File: src/rtl/popcount_argmax_seq.sv
// ---------------------------------------------------------------------------
// popcount_argmax_seq
//   Sequential argmax-of-popcount engine. A request carries InCnt packed words.
//   It is captured in one cycle. One shared count_ones instance then walks the
//   words, one per cycle. The engine reports the index and ones-count of the
//   word with the most set bits. Ties go to the lowest index.
//
//   Ports
//     clk_i        clock, all state on rising edge
//     rst_i        asynchronous reset, active-high
//     req_valid_i  request word vector valid
//     req_ready_o  engine can accept a request (IDLE only)
//     req_data_i   word k = req_data_i[k*InWdt +: InWdt]
//     res_valid_o  result valid (DONE only)
//     res_ready_i  consumer accepts result
//     res_idx_o    index of the word with the highest popcount
//     res_cnt_o    popcount of that word
//     busy_o       high while scanning or holding a result
// ---------------------------------------------------------------------------

// Combinational ones-counter, instantiated once and shared across words.
module count_ones #(
    parameter int InWdt  = 8,
    parameter int OutWdt = $clog2(InWdt + 1)
) (
    input  logic [InWdt-1:0]  word_i,
    output logic [OutWdt-1:0] cnt_o
);
    always_comb begin
        cnt_o = '0;
        for (int i = 0; i < InWdt; i++) begin
            cnt_o = cnt_o + OutWdt'(word_i[i]);
        end
    end
endmodule

module popcount_argmax_seq #(
    parameter int InCnt  = 4,
    parameter int InWdt  = 8,
    parameter int CntWdt = 16
) (
    input  logic                      clk_i,
    input  logic                      rst_i,
    input  logic                      req_valid_i,
    output logic                      req_ready_o,
    input  logic [InCnt*InWdt-1:0]    req_data_i,
    output logic                      res_valid_o,
    input  logic                      res_ready_i,
    output logic [$clog2(InCnt)-1:0]  res_idx_o,
    output logic [CntWdt-1:0]         res_cnt_o,
    output logic                      busy_o
);
    localparam int IdxWdt = $clog2(InCnt);
    localparam int PcWdt  = $clog2(InWdt + 1);
    localparam logic [IdxWdt-1:0] LastPtr = IdxWdt'(InCnt - 1);

    typedef enum logic [1:0] {
        IDLE = 2'd0,
        SCAN = 2'd1,
        DONE = 2'd2
    } state_t;

    state_t                   state_q, state_d;
    logic [InCnt*InWdt-1:0]   data_q, data_d;
    logic [IdxWdt-1:0]        ptr_q, ptr_d;
    logic [CntWdt-1:0]        max_q, max_d;
    logic [IdxWdt-1:0]        idx_q, idx_d;
    logic [IdxWdt-1:0]        res_idx_q, res_idx_d;
    logic [CntWdt-1:0]        res_cnt_q, res_cnt_d;

    // Word view of the captured request, selected by the scan pointer.
    logic [InWdt-1:0] words [InCnt];

    for (genvar gi = 0; gi < InCnt; gi++) begin : g_words
        assign words[gi] = data_q[gi*InWdt +: InWdt];
    end

    logic [InWdt-1:0]  cur_word;
    logic [PcWdt-1:0]  cur_pc;
    logic [CntWdt-1:0] cur_cnt;
    logic              is_greater;

    assign cur_word = words[ptr_q];

    count_ones #(
        .InWdt  (InWdt),
        .OutWdt (PcWdt)
    ) u_count_ones (
        .word_i (cur_word),
        .cnt_o  (cur_pc)
    );

    assign cur_cnt    = CntWdt'(cur_pc);
    // Strict compare: an equal count never displaces an earlier index.
    assign is_greater = (cur_cnt > max_q);

    always_ff @(posedge clk_i or posedge rst_i) begin
        if (rst_i) begin
            state_q   <= IDLE;
            data_q    <= '0;
            ptr_q     <= '0;
            max_q     <= '0;
            idx_q     <= '0;
            res_idx_q <= '0;
            res_cnt_q <= '0;
        end else begin
            state_q   <= state_d;
            data_q    <= data_d;
            ptr_q     <= ptr_d;
            max_q     <= max_d;
            idx_q     <= idx_d;
            res_idx_q <= res_idx_d;
            res_cnt_q <= res_cnt_d;
        end
    end

    always_comb begin
        state_d   = state_q;
        data_d    = data_q;
        ptr_d     = ptr_q;
        max_d     = max_q;
        idx_d     = idx_q;
        res_idx_d = res_idx_q;
        res_cnt_d = res_cnt_q;
        case (state_q)
            IDLE: begin
                if (req_valid_i) begin
                    data_d  = req_data_i;
                    ptr_d   = '0;
                    max_d   = '0;
                    idx_d   = '0;
                    state_d = SCAN;
                end
            end
            SCAN: begin
                if (is_greater) begin
                    max_d = cur_cnt;
                    idx_d = ptr_q;
                end
                if (ptr_q == LastPtr) begin
                    // The last compare folds straight into the result registers.
                    res_idx_d = is_greater ? ptr_q   : idx_q;
                    res_cnt_d = is_greater ? cur_cnt : max_q;
                    state_d   = DONE;
                end else begin
                    ptr_d = ptr_q + IdxWdt'(1);
                end
            end
            DONE: begin
                if (res_ready_i) begin
                    state_d = IDLE;
                end
            end
            default: state_d = IDLE;
        endcase
    end

    // All outputs are decoded from registers only.
    assign req_ready_o = (state_q == IDLE);
    assign res_valid_o = (state_q == DONE);
    assign busy_o      = (state_q == SCAN) || (state_q == DONE);
    assign res_idx_o   = res_idx_q;
    assign res_cnt_o   = res_cnt_q;
endmodule

File: config.mk
export PLATFORM = sky130hd
export DESIGN_NAME = popcount_argmax_seq
export DESIGN_NICKNAME = d
export VERILOG_FILES = /design/src/rtl/popcount_argmax_seq.sv
export SDC_FILE = /design/constraint.sdc
export NUM_CORES = 1
export LEC_CHECK = 0
export CAP_MARGIN = 25
export CORE_MARGIN = 2
export CORE_UTILIZATION = 55
export CTS_BUF_LIST = sky130_fd_sc_hd__clkbuf_2
export DETAILED_ROUTE_END_ITERATION = 8
export HOLD_SLACK_MARGIN = 0.08
export PLACE_DENSITY = 0.84
export SLEW_MARGIN = 20
export SYNTH_ARGS = -nofsm -noshare
export SYNTH_HDL_FRONTEND = slang
export SYNTH_SLANG_ARGS = --single-unit
File: constraint.sdc
create_clock -name clk_i -period 6.09 [get_ports clk_i]
set_input_delay 0.9135 -clock clk_i [delete_from_list [all_inputs] [get_ports clk_i]]
set_output_delay 0.9135 -clock clk_i [all_outputs]
set_load 0.005 [all_outputs]
# == Yosys cells after proc, flatten, opt, wreduce, memory -nomap -nowiden ==
# Cells that the tools add are included.
# word_totals
elab_cells,48
reg_bits,72
input_bits,36
out_inout_bits,21
# op_classes
order_cmp,2
reduce_logical,8
n_eq_ne,7
bitwise_logic,1
mux,15
n_addsub,8
# ops
op,count
16-bit two-way mux,2
16-bit one-hot mux with 2 select lines,1
4-bit by 1-bit adder with 4-bit output,6
8-bit binary-select mux with 2-bit select,1
4-bit by 16-bit greater-than comparator with 1-bit output,1
8-bit two-way mux,2
2-bit two-way mux,6
2-bit one-hot mux with 2 select lines,2
"2-bit inequality test, second input constant",3
2-bit one-hot mux with 3 select lines,1
2-bit AND reduction,3
3-bit AND reduction,2
"2-bit == test, second input constant",2
"3-bit >= comparator, second input constant",1
2-bit inverter with 3-bit output,1
1-bit by 1-bit adder with 2-bit output,1
"2-bit by 1-bit adder with 2-bit output, second input constant",1
"2-bit by 1-bit == test with 1-bit output, second input constant",1
2-bit logical NOT,1
"2-bit by 1-bit inequality test with 1-bit output, second input constant",1
2-bit nonzero test,1
1-bit logical OR,1

# == Logic depth before layout (Yosys ltp) ==
# Gate-level depths: netlist (run 1).
# depth
word_depth,14
ltp_mapped,19
mapped_depth_nobuf,16

# == By module ==
# From an unflattened synthesis (run 1), not the netlist that was laid out.
# unflattened
hier_cells,241
area_unflattened_um2,3301.9
# modules_own_cells
mod,cells_each,n_inst,seq_area_each_um2,area_per_inst_um2
popcount_argmax_seq,217,1,1801.7,3111.7
count_ones,24,1,0.0,190.2

# == Worst setup path before layout (run 1) ==
# OpenSTA, ideal clock, no wires.
# synth_path
path_type,register to register
startpoint,reg ptr_q[0]
endpoint,reg max_q[2]
required_time_ns,6.007
arrival_time_ns,5.096
period_less_slack_ns,5.178
setup_slack_ns,0.912
stages_incl_launch_ff,20
setup_ns,0.083
n_path_buf,3
path_cell_list,dfrtp_1 > clkbuf_1 > buf_2 > mux4_2 > ha_1 > fa_1 > inv_1 > fa_1 > inv_1 > fa_1 > inv_1 > fa_1 > inv_1 > ha_1 > nor2b_1 > o211ai_1 > a21oi_4 > o21a_4 > buf_6 > o21ai_0
# synth_via
elab_chain_cells,14
# synth_rtl
element,line,source
from (decl),65,"logic [IdxWdt-1:0] ptr_q, ptr_d;"
from (signal assigned),109,ptr_q <= ptr_d;
2-bit inverter with 3-bit output (not written as such) (*),83,assign cur_word = words[ptr_q];
8-bit binary-select mux with 2-bit select (*),83,
8-bit two-way mux (not written as such) (*) (2 in a row),83,
1-bit by 1-bit adder with 2-bit output,32,cnt_o = cnt_o + OutWdt'(word_i[i]);
4-bit by 1-bit adder with 4-bit output (5 in a row),32,
4-bit by 1-bit adder with 4-bit output (*),32,
4-bit by 16-bit greater-than comparator with 1-bit output,95,assign is_greater = (cur_cnt > max_q);
16-bit two-way mux (*),136,if (is_greater) begin
16-bit one-hot mux with 2 select lines (*),125,case (state_q)
to (signal assigned),110,max_q <= max_d;
to (decl),66,"logic [CntWdt-1:0] max_q, max_d;"
# Every way passes the cells marked *; elsewhere a longest branch is shown, timed or not. The select of a mux whose other input is x is not followed.
# A chain may end at the register's enable or synchronous reset.

# == Worst setup path in the final report (run 1) ==
# layout_path
startpoint,reg ptr_q[1]
endpoint,reg idx_q[1]
# layout_via
elab_chain_cells,14
# layout_rtl
element,line,source
2-bit inverter with 3-bit output (not written as such),83,
8-bit binary-select mux with 2-bit select,83,
8-bit two-way mux (not written as such) (2 in a row),83,
1-bit by 1-bit adder with 2-bit output,32,
4-bit by 1-bit adder with 4-bit output (6 in a row),32,
4-bit by 16-bit greater-than comparator with 1-bit output,95,
2-bit two-way mux (*),136,
2-bit one-hot mux with 2 select lines (*),125,
to (signal assigned),111,idx_q <= idx_d;
to (decl),67,"logic [IdxWdt-1:0] idx_q, idx_d;"
# Marks and branches as above.

==> results by group, run 1 <==
Outcome
  • Status: finished clean

GRT
  • Total gr overflow: 0
  • Initial antenna violation count: 0
  • Pin count of the biggest net entering global routing: 73
  • GRT Resource Usage Total: 20.4%
  • First-pass GRT wire length: 11,100 um
  • Vias in the first global route: 2,371

Critical path
  • Nature of the critical path startpoint: register
  • Worst EP arrival: 5.64 ns
  • R2R Setup Slk: 0.90 ns
  • Critical path class: reg2reg
  • Worst-path cell chain: mux4_2, ha_1, fa_1, inv_1, fa_1, inv_1, fa_1, inv_1, fa_1, inv_1, ha_1, nand4_1, nand4_1, a21oi_4, mux2_2, o211ai_2
  • Crit. End Element: register
  • Buf/Inv on CP: 4
  • Crit-path slowest cell: dfrtp_1
  • Largest delay contributor family on the critical path: adder cells
  • Max incr delay on CP: 0.70 ns
  • Critical path data required time: 6.54 ns
  • CP Max Fanout: 16

STA
  • Final hold vios: 0
  • Fin crit period: 5.19 ns
  • Fmax: 0.193 GHz
  • Rel. slew slack: 41.0%
  • Worst-margin pin slew: 0.885 ns
  • Setup TNS Final: 0 ns
  • RSZ-0062 raised after global routing: false
  • Endpoints failing setup: 0
  • Layout Skew: 0.0214 ns
  • Max-slew violation count: 0
  • Final setup margin: 0.899 ns
  • Final period utilization: 85.2%

Route
  • Wire per inst: 16.5 um
  • Initial drt markers: 152
  • Final ANT Viol Nets: 0
  • Total routed wirelength: 6500 um
  • Via count: 2,163
  • Remaining DRCs: 0
  • Post-DR vias/cell: 5.48
  • DR pass1 iterations: 4

Clocking
  • Setup Fix Bufs, Post-CTS: 0
  • Sinks on the clock net: 72
  • Num CTS Buffers: 9
  • Clk Latency, worst-skew pair: 0.52 ns
  • CTS tree: done
  • Buffer levels on the longest clock path: 2
  • Hold-fix buffers, CTS: 0
  • Worst-path clk slew: 0.22 ns
  • Cts repair resizes: 0
  • CTS H-tree lvls: 3
  • Root buf cell: clkbuf_2

Synth
  • Ys Warns: 0
  • Syn_nets: 310
  • Synth Register Bits: 72
  • Syn Area/Cell: 13.2 um^2
  • Post-synth top area share: 52.6%
  • Synth async-reset ratio: 100%
  • Synth cell types: 33
  • Synth Flop Type: dfrtp_1
  • Largest cells by area after synthesis: dfrtp_1 (53%), mux2_2 (15%), mux4_2 (5.3%), ha_1 (4.0%), nor2b_1 (2.6%)
  • Count leader, synth: dfrtp_1
  • Top cell type by total area after synthesis: dfrtp_1
  • Cells after synthesis: 259
  • Synth cell count leaders: dfrtp_1 (72), mux2_2 (47), inv_1 (17), nand2_1 (15), nor2b_1 (14)
  • Post-Syn Area: 3430 um^2
  • Post-synth EDFFs: 0
  • Register area share after synthesis: 52.6%

Placed design
  • GP Congestion: 0.798
  • Dpl ws: 0.912 ns
  • DP HPWL: 4680 um
  • I/O Buffers: 56
  • Post-Place Cells: 379

Final layout
  • Non-filler instance count after layout: 395
  • Final nets: 366
  • Final design utilization: 69.6%
  • Share of layout cells above drive strength 1: 25.9%
  • Area Overhead vs Synth: 20.9%
  • Filler Cell Count: 443
  • Final antenna diode count: 0

Die
  • I/O pin count: 57
  • DIE AREA: 6880 um^2
  • # rows: 28
  • Die Wd: 83.0 um
  • Starting Density: 57.6%
  • Core Region: 5960 um^2
  • Die height: 83.0 um

Flow run
  • Max_cap viols: 0

Worst hold path
  • Worst hold-check path type: reg2reg
registers in the layout, indices dropped and copies added, names as in the netlist:
name / flops
res_cnt_o: 16
max_q: 16
state_q: 2
res_idx_o: 2
ptr_q: 2
idx_q: 2
data_q: 32
placed cells by master, fill, tap and decap left out, types with 2 or more instances in the layout:
cell type,count
inv_1,16
nor4_2,3
mux2_2,47
ha_1,11
nor2_1,5
clkdlybuf4s50_1,56
o21ai_0,9
nand2_1,15
fa_1,4
clkbuf_2,9
o21ai_1,4
nand3_1,6
dfrtp_1,72
inv_6,3
buf_4,3
mux4_2,8
nand4_1,5
mux2i_1,7
o211ai_2,2
nor2b_1,14
a21oi_1,6
stage by stage:
step	cell area (um^2)	hold slack (ns)
2_1_floorplan	3430	0.473
3_3_place_gp	4020	0.464
3_5_place_dp	4020	0.475
4_1_cts	4150	0.521
5_1_grt	4150	0.551
6_report	4150	0.514
layout make-up:
class,count,area (um^2),area share [%]
Inverter,17,63.8,1.54
Clock buffer,9,45.0,1.09
Tap cell,75,93.8,2.26
Timing Repair Buffer,59,583,14.1
Clock inverter,7,77.6,1.87
Sequential cell,72,1800,43.5
Multi-Input combinational cell,156,1480,35.7
final timing paths:
check	from	depth (start not counted)	to
max	ptr_q[1]$_DFFE_PP0P_	16	idx_q[1]$_DFFE_PP0P_
min	res_cnt_o[3]$_DFFE_PP0P_	2	res_cnt_o[3]$_DFFE_PP0P_
max reg2reg	ptr_q[1]$_DFFE_PP0P_	16	idx_q[1]$_DFFE_PP0P_
min reg2reg	res_cnt_o[3]$_DFFE_PP0P_	2	res_cnt_o[3]$_DFFE_PP0P_
max in group asynchronous	rst_i	3	res_idx_o[1]$_DFFE_PP0P_
min in group asynchronous	rst_i	3	data_q[24]$_DFFE_PP0P_
tightest hold or removal path: cells and delay by family (launching register included):
family | cells | cell delay, ns
AND/OR/NAND/NOR | 1 | 0.05
flip-flops | 1 | 0.39
AO/OA/AOI/OAI | 1 | 0.06
layer usage:
layer	track usage (%)	up-vias	routed length [um]
li1	-	1025	-
met1	26.2	1059	2800
met2	32.3	65	3260
met3	6.36	14	319
met4	8.64	0	123
met5	0	-	0
cell families after synthesis:
kind of cell / synth area share, %
AO/OA/AOI/OAI: 5.84
XOR/XNOR: 0.256
adder cells (fa/ha/maj): 6.35
buffers and inverters: 4.23
flip-flops: 52.6
multiplexers: 22.7
AND/OR/NAND/NOR: 8.03
Power of run 1 is left out: the tool's default activity adds up to more than one toggle a clock period on the data nets, which glitch-free logic cannot reach.
==> inputs of run 2 (changes only) <==
Settings changed: GPL_ROUTABILITY_DRIVEN from default to 0.
==> results of run 2 <==
Final layout, timing and power as in run 1 (identical DEF).
Power of run 2 is left out for the same reason.
==> inputs of run 3 (changes only) <==
--- a/constraint.sdc
+++ b/constraint.sdc
@@ -3,2 +3,2 @@
 set_output_delay 0.9135 -clock clk_i [all_outputs]
-set_load 0.005 [all_outputs]
+set_load 0.1 [all_outputs]
==> results of run 3 <==
The final DEF is identical to that of run 1. Status: finished clean.
Power of run 3 is left out for the same reason.
